<file path="src/rtl/alu_exec_pkg.sv">
// -----------------------------------------------------------------------------
// alu_exec_pkg
//
// Purpose : Shared definitions for the execution-stage ALU. This package holds
//           the ALU control codes and the FSM state encodings. The ALU control
//           decoder uses the same values. It also holds the helper function
//           that evaluates every single-cycle operation.
//
// Contents:
//   ALU_W          - datapath width (only 32 is supported)
//   alu_ctl_e      - 4-bit ALU control codes
//   alu_state_e    - execution FSM state encodings
//   alu_single_op  - combinational result of every non-MUL operation
// -----------------------------------------------------------------------------
package alu_exec_pkg;

   localparam int ALU_W = 32;

   typedef enum logic [3:0] {
      ALU_CTL_AND = 4'b0000,
      ALU_CTL_XOR = 4'b0001,
      ALU_CTL_SLL = 4'b0010,
      ALU_CTL_ADD = 4'b0011,
      ALU_CTL_SUB = 4'b0100,
      ALU_CTL_MUL = 4'b0101,
      ALU_CTL_SRA = 4'b0110
   } alu_ctl_e;

   typedef enum logic [1:0] {
      ST_IDLE = 2'd0,
      ST_BUSY = 2'd1,
      ST_DONE = 2'd2
   } alu_state_e;

   // Single-cycle operations. MUL and every unassigned code return 0 here.
   // The top level substitutes the product for MUL in the fast-multiplier
   // build.
   function automatic logic [ALU_W-1:0] alu_single_op(
      input logic [3:0]       ctl,
      input logic [ALU_W-1:0] a,
      input logic [ALU_W-1:0] b
   );
      logic [ALU_W-1:0] res;
      res = '0;
      case (ctl)
         ALU_CTL_AND: res = a & b;
         ALU_CTL_XOR: res = a ^ b;
         ALU_CTL_SLL: res = a << b[4:0];
         ALU_CTL_ADD: res = a + b;
         ALU_CTL_SUB: res = a - b;
         ALU_CTL_SRA: res = $unsigned($signed(a) >>> b[4:0]);
         default:     res = '0;
      endcase
      return res;
   endfunction

endpackage

</file>
<file path="src/rtl/alu_mul_iter.sv">
// -----------------------------------------------------------------------------
// alu_mul_iter
//
// Purpose : Iterative shift-add multiplier. It returns the low WIDTH bits of
//           i_mcand * i_mplier. A start pulse loads the operands. The block
//           then performs one add/shift step per cycle for MUL_CYCLES cycles.
//           o_done pulses during the cycle in which the last step executes.
//           During that cycle o_product already carries the final value, so
//           the consumer can register the result on the same edge that
//           retires the last step.
//
// Ports   :
//   i_clk     - clock, rising edge
//   i_rst_n   - asynchronous active-low reset; aborts any multiply in flight
//   i_start   - one-cycle pulse that loads the operands
//   i_mcand   - multiplicand (rs1)
//   i_mplier  - multiplier (rs2)
//   o_done    - high in the cycle of the final iteration
//   o_product - accumulator value after the current iteration
// -----------------------------------------------------------------------------
module alu_mul_iter #(
   parameter int WIDTH      = 32,
   parameter int MUL_CYCLES = 32
) (
   input  logic             i_clk,
   input  logic             i_rst_n,
   input  logic             i_start,
   input  logic [WIDTH-1:0] i_mcand,
   input  logic [WIDTH-1:0] i_mplier,
   output logic             o_done,
   output logic [WIDTH-1:0] o_product
);

   localparam int CNT_W = $clog2(MUL_CYCLES);
   localparam logic [CNT_W-1:0] LAST_ITER = CNT_W'(MUL_CYCLES - 1);

   logic [WIDTH-1:0] r_acc;
   logic [WIDTH-1:0] r_mcand;
   logic [WIDTH-1:0] r_mplier;
   logic [CNT_W-1:0] r_cnt;
   logic             r_busy;
   logic [WIDTH-1:0] w_acc_next;

   // Accumulator value after this cycle's step. Bits shifted out of r_mcand
   // above WIDTH are dropped, so only the low half of the product is formed.
   assign w_acc_next = r_mplier[0] ? (r_acc + r_mcand) : r_acc;
   assign o_done     = r_busy && (r_cnt == LAST_ITER);
   assign o_product  = w_acc_next;

   // NOTE: the datapath registers are reset as well as the control registers.
   // An aborted multiply must leave no partial product visible, and the reset
   // state is defined as all-zero.
   always_ff @(posedge i_clk or negedge i_rst_n) begin
      if (!i_rst_n) begin
         r_acc    <= '0;
         r_mcand  <= '0;
         r_mplier <= '0;
         r_cnt    <= '0;
         r_busy   <= 1'b0;
      end else if (i_start) begin
         r_acc    <= '0;
         r_mcand  <= i_mcand;
         r_mplier <= i_mplier;
         r_cnt    <= '0;
         r_busy   <= 1'b1;
      end else if (r_busy) begin
         // NOTE: non-blocking assignments here mean every right-hand side sees
         // the pre-edge value. The accumulate, the shifts and the count
         // therefore all belong to the same iteration.
         r_acc    <= w_acc_next;
         r_mcand  <= r_mcand << 1;
         r_mplier <= r_mplier >> 1;
         r_cnt    <= r_cnt + 1'b1;
         if (r_cnt == LAST_ITER) begin
            r_busy <= 1'b0;
         end
      end
   end

endmodule

</file>
<file path="src/rtl/alu_exec.sv">
// -----------------------------------------------------------------------------
// alu_exec
//
// Purpose : Execution-stage ALU between register read and write-back. A
//           request (control code plus two operands) is accepted on the input
//           valid/ready handshake. The result is returned on the output
//           valid/ready handshake. Single-cycle operations produce a result on
//           the edge that accepts them. MUL runs on the iterative shift-add
//           multiplier (alu_mul_iter) and takes MUL_CYCLES+1 edges.
//
// Configuration:
//   ALU_MUL_FAST_EN - when defined, MUL is computed in one cycle like every
//                     other operation. The BUSY state and alu_mul_iter are not
//                     built.
//
// Ports   :
//   clk_i     - clock, rising edge
//   rst_i     - asynchronous active-low reset
//   valid_i   - request present on ALUCtl_i / data1_i / data2_i
//   ready_o   - request accepted this cycle when valid_i is high
//   ALUCtl_i  - 4-bit ALU control code
//   data1_i   - operand rs1
//   data2_i   - operand rs2 or immediate
//   valid_o   - result valid
//   ready_i   - downstream accepts the result
//   data_o    - result
//   zero_o    - data_o == 0 (meaningful only while valid_o is high)
// -----------------------------------------------------------------------------
module alu_exec
   import alu_exec_pkg::*;
#(
   parameter int WIDTH      = 32,
   parameter int MUL_CYCLES = 32
) (
   input  logic             clk_i,
   input  logic             rst_i,
   input  logic             valid_i,
   output logic             ready_o,
   input  logic [3:0]       ALUCtl_i,
   input  logic [WIDTH-1:0] data1_i,
   input  logic [WIDTH-1:0] data2_i,
   output logic             valid_o,
   input  logic             ready_i,
   output logic [WIDTH-1:0] data_o,
   output logic             zero_o
);

   alu_state_e       r_state;
   alu_state_e       w_state_next;
   logic [WIDTH-1:0] r_data;
   logic [WIDTH-1:0] w_alu_res;
   logic             w_ready;
   logic             w_accept;
   logic             w_is_mul;
   logic             w_load_alu;

`ifndef ALU_MUL_FAST_EN
   logic             w_mul_start;
   logic             w_mul_done;
   logic             w_load_mul;
   logic [WIDTH-1:0] w_mul_prod;
`endif

   // ---------------------------------------------------------------------
   // Handshake
   // ---------------------------------------------------------------------
   // In DONE, a result that drains this cycle frees the output register.
   // This gives back-to-back throughput, so ready_o depends on ready_i only
   // in DONE. valid_o comes straight from the state register.
   assign w_ready  = (r_state == ST_IDLE) || ((r_state == ST_DONE) && ready_i);
   assign w_accept = valid_i && w_ready;
   assign w_is_mul = (ALUCtl_i == ALU_CTL_MUL);

   assign ready_o  = w_ready;
   assign valid_o  = (r_state == ST_DONE);
   assign data_o   = r_data;
   assign zero_o   = (r_data == '0);

   // ---------------------------------------------------------------------
   // Single-cycle operation mux
   // ---------------------------------------------------------------------
   always_comb begin
      w_alu_res = alu_single_op(ALUCtl_i, data1_i, data2_i);
`ifdef ALU_MUL_FAST_EN
      if (w_is_mul) begin
         w_alu_res = data1_i * data2_i;
      end
`endif
   end

   // ---------------------------------------------------------------------
   // FSM: state register
   // ---------------------------------------------------------------------
   always_ff @(posedge clk_i or negedge rst_i) begin
      if (!rst_i) begin
         r_state <= ST_IDLE;
      end else begin
         r_state <= w_state_next;
      end
   end

   // ---------------------------------------------------------------------
   // FSM: next state and datapath strobes
   // ---------------------------------------------------------------------
   // NOTE: every signal assigned in this block gets a default first. No path
   // can leave one unassigned, so no latch is inferred.
   always_comb begin
      w_state_next = r_state;
      w_load_alu   = 1'b0;
`ifndef ALU_MUL_FAST_EN
      w_mul_start  = 1'b0;
      w_load_mul   = 1'b0;
`endif
      case (r_state)
         ST_IDLE, ST_DONE: begin
            if (w_accept) begin
`ifndef ALU_MUL_FAST_EN
               if (w_is_mul) begin
                  w_mul_start  = 1'b1;
                  w_state_next = ST_BUSY;
               end else begin
                  w_load_alu   = 1'b1;
                  w_state_next = ST_DONE;
               end
`else
               w_load_alu   = 1'b1;
               w_state_next = ST_DONE;
`endif
            end else if ((r_state == ST_DONE) && ready_i) begin
               w_state_next = ST_IDLE;
            end
         end
`ifndef ALU_MUL_FAST_EN
         ST_BUSY: begin
            // The last iteration and the move to DONE share one edge. This
            // gives the MUL_CYCLES+1 latency counted from the accept.
            if (w_mul_done) begin
               w_load_mul   = 1'b1;
               w_state_next = ST_DONE;
            end
         end
`endif
         default: begin
            w_state_next = ST_IDLE;
         end
      endcase
   end

   // ---------------------------------------------------------------------
   // Result register: written only when a new result is produced. It holds
   // its value throughout DONE, whatever back-pressure arrives.
   // ---------------------------------------------------------------------
   always_ff @(posedge clk_i or negedge rst_i) begin
      if (!rst_i) begin
         r_data <= '0;
      end else if (w_load_alu) begin
         r_data <= w_alu_res;
`ifndef ALU_MUL_FAST_EN
      end else if (w_load_mul) begin
         r_data <= w_mul_prod;
`endif
      end
   end

`ifndef ALU_MUL_FAST_EN
   // ---------------------------------------------------------------------
   // Iterative multiplier. Operands are captured on the accept edge, so
   // later input changes cannot affect the product.
   // ---------------------------------------------------------------------
   alu_mul_iter #(
      .WIDTH      (WIDTH),
      .MUL_CYCLES (MUL_CYCLES)
   ) u_mul_iter (
      .i_clk     (clk_i),
      .i_rst_n   (rst_i),
      .i_start   (w_mul_start),
      .i_mcand   (data1_i),
      .i_mplier  (data2_i),
      .o_done    (w_mul_done),
      .o_product (w_mul_prod)
   );
`endif

endmodule

</file>
<file path="config.mk">
export PLATFORM = sky130hd
export DESIGN_NAME = alu_exec
export DESIGN_NICKNAME = d
export VERILOG_FILES = /design/src/rtl/alu_exec_pkg.sv /design/src/rtl/alu_mul_iter.sv /design/src/rtl/alu_exec.sv
export SDC_FILE = /design/constraint.sdc
export NUM_CORES = 1
export LEC_CHECK = 0
export ABC_AREA = 1
export CORE_AREA = 2 2 183 185
export CTS_BUF_LIST = sky130_fd_sc_hd__clkbuf_16
export DETAILED_ROUTE_END_ITERATION = 7
export DIE_AREA = 0 0 185 187
export GPL_ROUTABILITY_DRIVEN = 0
export PLACE_DENSITY_LB_ADDON = 0.05
export SYNTH_ARGS = -nofsm -noshare
export SYNTH_HDL_FRONTEND = slang
export SYNTH_SLANG_ARGS = --single-unit
</file>
<file path="constraint.sdc">
create_clock -name clk_i -period 2.79 [get_ports clk_i]
set_input_delay 0.558 -clock clk_i [delete_from_list [all_inputs] [get_ports clk_i]]
set_output_delay 0.558 -clock clk_i [all_outputs]
set_load 0.02 [all_outputs]
</file>
# --- After elaboration in Yosys (flattened, before gate mapping) ---
# Index checks and enable logic that the tools add are counted.
word_totals:
  reg_bits: 136
  inputBits: 72
  word_cells: 65
op_classes:
  addsub: 4
  n_eq_ne: 11
  shifts: 2
  muxes: 28
  n_bitwise: 2
  n_reduce_logical: 11
op_table:
  columns: ["op", "count"]
  rows:
  - ["$mux 32", 9]
  - ["$pmux 32 s6", 1]
  - ["$add 32x32->32", 2]
  - ["$and 32x32->32", 1]
  - ["$logic_not 32->1", 1]
  - ["$shl 32x5->32", 1]
  - ["$sshr 32x5->32", 1]
  - ["$sub 32x32->32", 1]
  - ["$xor 32x32->32", 1]
  - ["$eq 4x3->1 const B", 3]
  - ["$mux 1", 11]
  - ["$mux 5", 2]
  - ["$eq 4x2->1 const B", 2]
  - ["$mux 2", 4]
  - ["$add 5x1->5 const B", 1]
  - ["$eq 5x5->1 const B", 1]
  - ["$eq 4x1->1 const B", 1]
  - ["$logic_not 4->1", 1]
  - ["$pmux 2 s2", 1]
  - ["$reduce_bool 2->1", 2]
  - ["$logic_and 1x1->1", 3]
  - ["$ne 3x3->1 const B", 1]
  - ["$eq 2x1->1 const B", 1]
  - ["$eq 2x2->1 const B", 1]
  - ["other kinds (5)", 5]

# --- Longest topological paths before layout ---
depth:
  word_depth: 7
  depth_mapped: 31

# --- By module ---
# Synthesis repeated with hierarchy kept, for this count alone.
hier_totals:
  hier_cells: 2800
  hier_area_um2: 16246.8
by_module_without_submodules:
  columns: ["mod", "n_inst", "cells_each", "area_per_inst_um2", "seq_area_each_um2"]
  rows:
  - ["alu_exec", 1, 1756, 9168.8, 850.8]
  - ["alu_mul_iter", 1, 1044, 7078.0, 2552.4]

# --- Least setup slack after synthesis ---
# Ideal clock, no wire load.
synth_timing:
  kind: "input to register"
  from: "input port data2_i[1]"
  to: "register r_data[31] (netlist: data_o[31])"
  setup_ns: 0.117
  t_arrival_ns: 3.377
  setup_slack_ns: -0.703
  path_stages: 28
  path_buffers: 3
  cell_sequence: "buf_6 inv_2 buf_6 buf_2 ha_1 inv_1 nor2_1 nand2_1 inv_1 nand4_1 nand2_1 o21ai_1 a21oi_2 o21ai_1 xor2_1 ha_1 a21oi_1 nand2_1 a21oi_1 nand2_1 a21oi_1 nand2_1 nand3_1 nand2_1 nand2_1 nand2_1 nand2_1 nand2_1"
synth_between:
  elab_chain_cells: 3
synth_lines:
  columns: ["item", "line", "source"]
  rows:
  - ["start: declaration", "alu_exec.sv:41", "input logic [WIDTH-1:0] data2_i,"]
  - ["$sub 32x32->32, or another cell as far along", "alu_exec_pkg.sv:50", "ALU_CTL_SUB: res = a - b;"]
  - ["$pmux 32 s6 *", "alu_exec_pkg.sv:45", "case (ctl)"]
  - ["$mux 32 *", "alu_exec.sv:156", "end else if (w_load_alu) begin"]
  - ["end signal: assignment", "alu_exec.sv:157", "r_data <= w_alu_res;"]
  - ["end signal: assignment", "alu_exec.sv:160", "r_data <= w_mul_prod;"]
  - ["end: declaration", "alu_exec.sv:50", "logic [WIDTH-1:0] r_data;"]
# Every way passes the cells marked *; elsewhere a longest branch is shown, timed or not.
# A chain may end at the register's enable or synchronous reset.

# --- Worst setup path in the final report ---
layout_timing:
  from: "input port data2_i[3]"
  to: "register r_data[16] (netlist: data_o[16])"
# The elaborated chain is that of the path after synthesis.

==> out/metrics.cfg <==
[run_status]
status = finished with violations
violations = setup timing

[yosys]
syn_nets = 2881
yosys.area.top_type = nand2_1
synth_edf_count = 0
ys_ff_latch = 136
yosys_warnings = 0
synth-main-ff-cell = dfrtp_1
synth_top_area_share_pct = 23.2
synth_xor_area_share_pct = 2.68
synthTopCellsByArea = nand2_1 23%, dfrtp_1 21%, nand3_1 12%, ha_1 7.7%, inv_1 7.3%
synth_top_family_by_area = simple AND/OR/NAND/NOR gates
avgSynthCellArea_um2 = 5.92
ys_seq_area_share_pct = 21.2
syn_inst = 2709
synth_cell_types = 53
syn-cell-area_mm2 = 0.0160
synthSimpleGateAreaFrac_pct = 43.8
async_reset_ff_share_pct = 100
muxShareOfSynthArea_pct = 0.0625
synthAdderAreaFrac_pct = 7.90
synth_compound_gate_area_share_pct = 13.1

[detailed_routing]
vias = 20800
via_per_inst = 5.93
drt_first_pass_iters = 6
wl_per_cell_um = 21.0
wl_um = 73600
route.detailed.drc = 0
drtIter0Drc = 2405
ant_nets = 0

[finish]
n_antenna_cell = 0
mostFrequentLayoutCell = nand2_1
drive_gt1_share_pct = 24.8
fin_cells = 3511
fill_cells = 2929
layout_common_cells = 881 x nand2_1, 346 x nand3_1, 294 x buf_4
area_growth_pct = 36.9
finalNetCount = 3222

[critical_path]
critical_path_required_ns = 3.12
crit_type = in -> reg
worstSetupStartpointType = input pin
cp_max_fo = 4
reg2reg_depth = 13
end_kind = flop
worstPathArrival_ns = 3.40

[timing]
post-route-min-period_ns = 3.07
finalClockSkew_ns = 0.0161
hold_violations = 0
setup_viol = 23
worstMarginPinSlew_ns = 0.980
slew_headroom_pct = 34.6
rsz0062_at_grt = true
fmax_mhz = 326
tns_ns = -3.08
fin_crit_sh_pct = 110
slew_viol_final = 0
worst_slack_ns = -0.281

[place]
dp.cells = 3434
place.port_buffers = 106
pre_cts_ws_ns = -1.12
dp_hpwl_um = 53400

[floorplanning]
dieArea_mm2 = 0.0346
ioPinCount = 107
die_w_um = 185
initial_core_util_pct = 48.8
rows = 67
core_area_mm2 = 0.0329
die_h_um = 187

[clocking]
clkLatencyLatePin_ns = 0.45
clk_pin_slew_ns = 0.07
clock_sinks = 136
cts_hold_buffers = 0
clockBufferDepth = 2
cts-root-buf = clkbuf_16
cts_tree = yes
cts_htree_levels = 4
numCtsBuffers = 17

[global_route]
overflow = 0
grt_max_degree = 66
antenna_found_initial = 0
grt_usage_pct = 40.0
first_global_vias = 19400
grt_pass1_wl_um = 107000

[power]
total_power_mw = 13.5
power_density_mw_per_mm2 = 615
leakage_nw = 11.3
worst_ir_drop_vdd_v = 0.000359

[worst_hold_path]
hold_path.class = in -> async

[job]
timing.max_cap.violations = 0

==> cells by family after synthesis <==
kind of cell | count (synthesis)
adders and majority gates | 100
muxes | 1
DFF | 136
AOI/OAI and AO/OA | 334
and+or+nand+nor | 1652
buffers and inverters | 437
xor gates and xnor gates | 49
==> metal layers <==
layer	vias to the layer above	wire [um]	GRT usage [%]
met5	-	0	0
met4	0	6390	28.3
met3	388	7160	6.58
met2	1233	32300	62.0
met1	9664	27700	50.6
li1	9537	-	-
==> report_power, final <==
group	leakage (nW)	switching (mW)	internal [mW]
Sequential	1.74	0.560	2.70
Clock	0.271	1.04	1.17
Combinational	9.28	5.02	3.00
Total	11.3	6.62	6.88
==> critical path, stage by stage <==
cell and delay, ns:
buf_4 0.13, nor2_2 0.15, buf_4 0.15, inv_1 0.05, o21ai_0 0.24, xnor2_1 0.19, inv_1 0.11, ha_4 0.32
nand2_2 0.07, buf_4 0.14, nor2_2 0.25, nand2_1 0.13, a21oi_1 0.26, o21ai_0 0.15, nand3b_1 0.17, nand3_2 0.15
a21oi_2 0.14, nor2_1 0.04
==> cells in the mapped netlist (32+ instances only) <==
cell      count
nand2_1     990
nand3_1     378
inv_1       312
nor2_1      161
dfrtp_1     136
a21oi_1     105
ha_1         98
o21ai_0      69
buf_2        49
xor2_1       40
clkbuf_1     36
o211ai_1     32
o221ai_1     32
==> worst paths after layout <==
check	start	endpoint	slack, ns
max in group asynchronous	rst_i	u_mul_iter.r_mplier[17]	2.07
min	rst_i	u_mul_iter.r_acc[31]	0.004
max	data2_i[3]	data_o[16]	-0.28
min reg2reg	u_mul_iter.r_mplier[3]	u_mul_iter.r_mplier[2]	0.49
min in group clk_i	data2_i[10]	u_mul_iter.r_mplier[10]	0.47
max reg2reg	u_mul_iter.r_mcand[0]	data_o[8]	0.19
==> cell type report <==
cell class / count / area, um^2 / area share (%)
multi-input combinational: 2136 / 12500 / 56.8
timing repair buffer: 433 / 3710 / 16.9
sequential: 136 / 3400 / 15.5
inverter: 326 / 1250 / 5.70
tap: 448 / 561 / 2.55
clock buffer: 17 / 425 / 1.94
clock inverter: 15 / 134 / 0.610
==> flip-flops by register name (all words and copies together) (netlist names) <==
signal	flops
u_mul_iter.r_cnt	5
u_mul_iter.r_mcand	32
r_state	2
u_mul_iter.r_mplier	32
u_mul_iter.r_busy	1
u_mul_iter.r_acc	32
data_o	32
==> stage by stage <==
| step | hold WS, ns | instance area, um^2 | util [%] |
|---|---|---|---|
| floorplan | 0.262 | 16100 | - |
| global placement | 0.469 | 19400 | 58.9 |
| detailed placement | 0.477 | 19400 | 58.9 |
| CTS | 0.0173 | 20800 | 63.4 |
| global route | 0.0251 | 21900 | 66.8 |
| finish | 0.00432 | 21900 | 66.8 |
==> timing repair <==
| action | in CTS | in global routing |
|---|---|---|
| endpoints found under the setup margin | 30 | 30 |
| hold endpoints to repair | 0 | 0 |
| cloned | 2 | 0 |
| resized for setup | 253 | 267 |
| setup buffers | 26 | 20 |
| pin swaps | 112 | 160 |
Note: power is estimated with default switching activity, not from simulation.
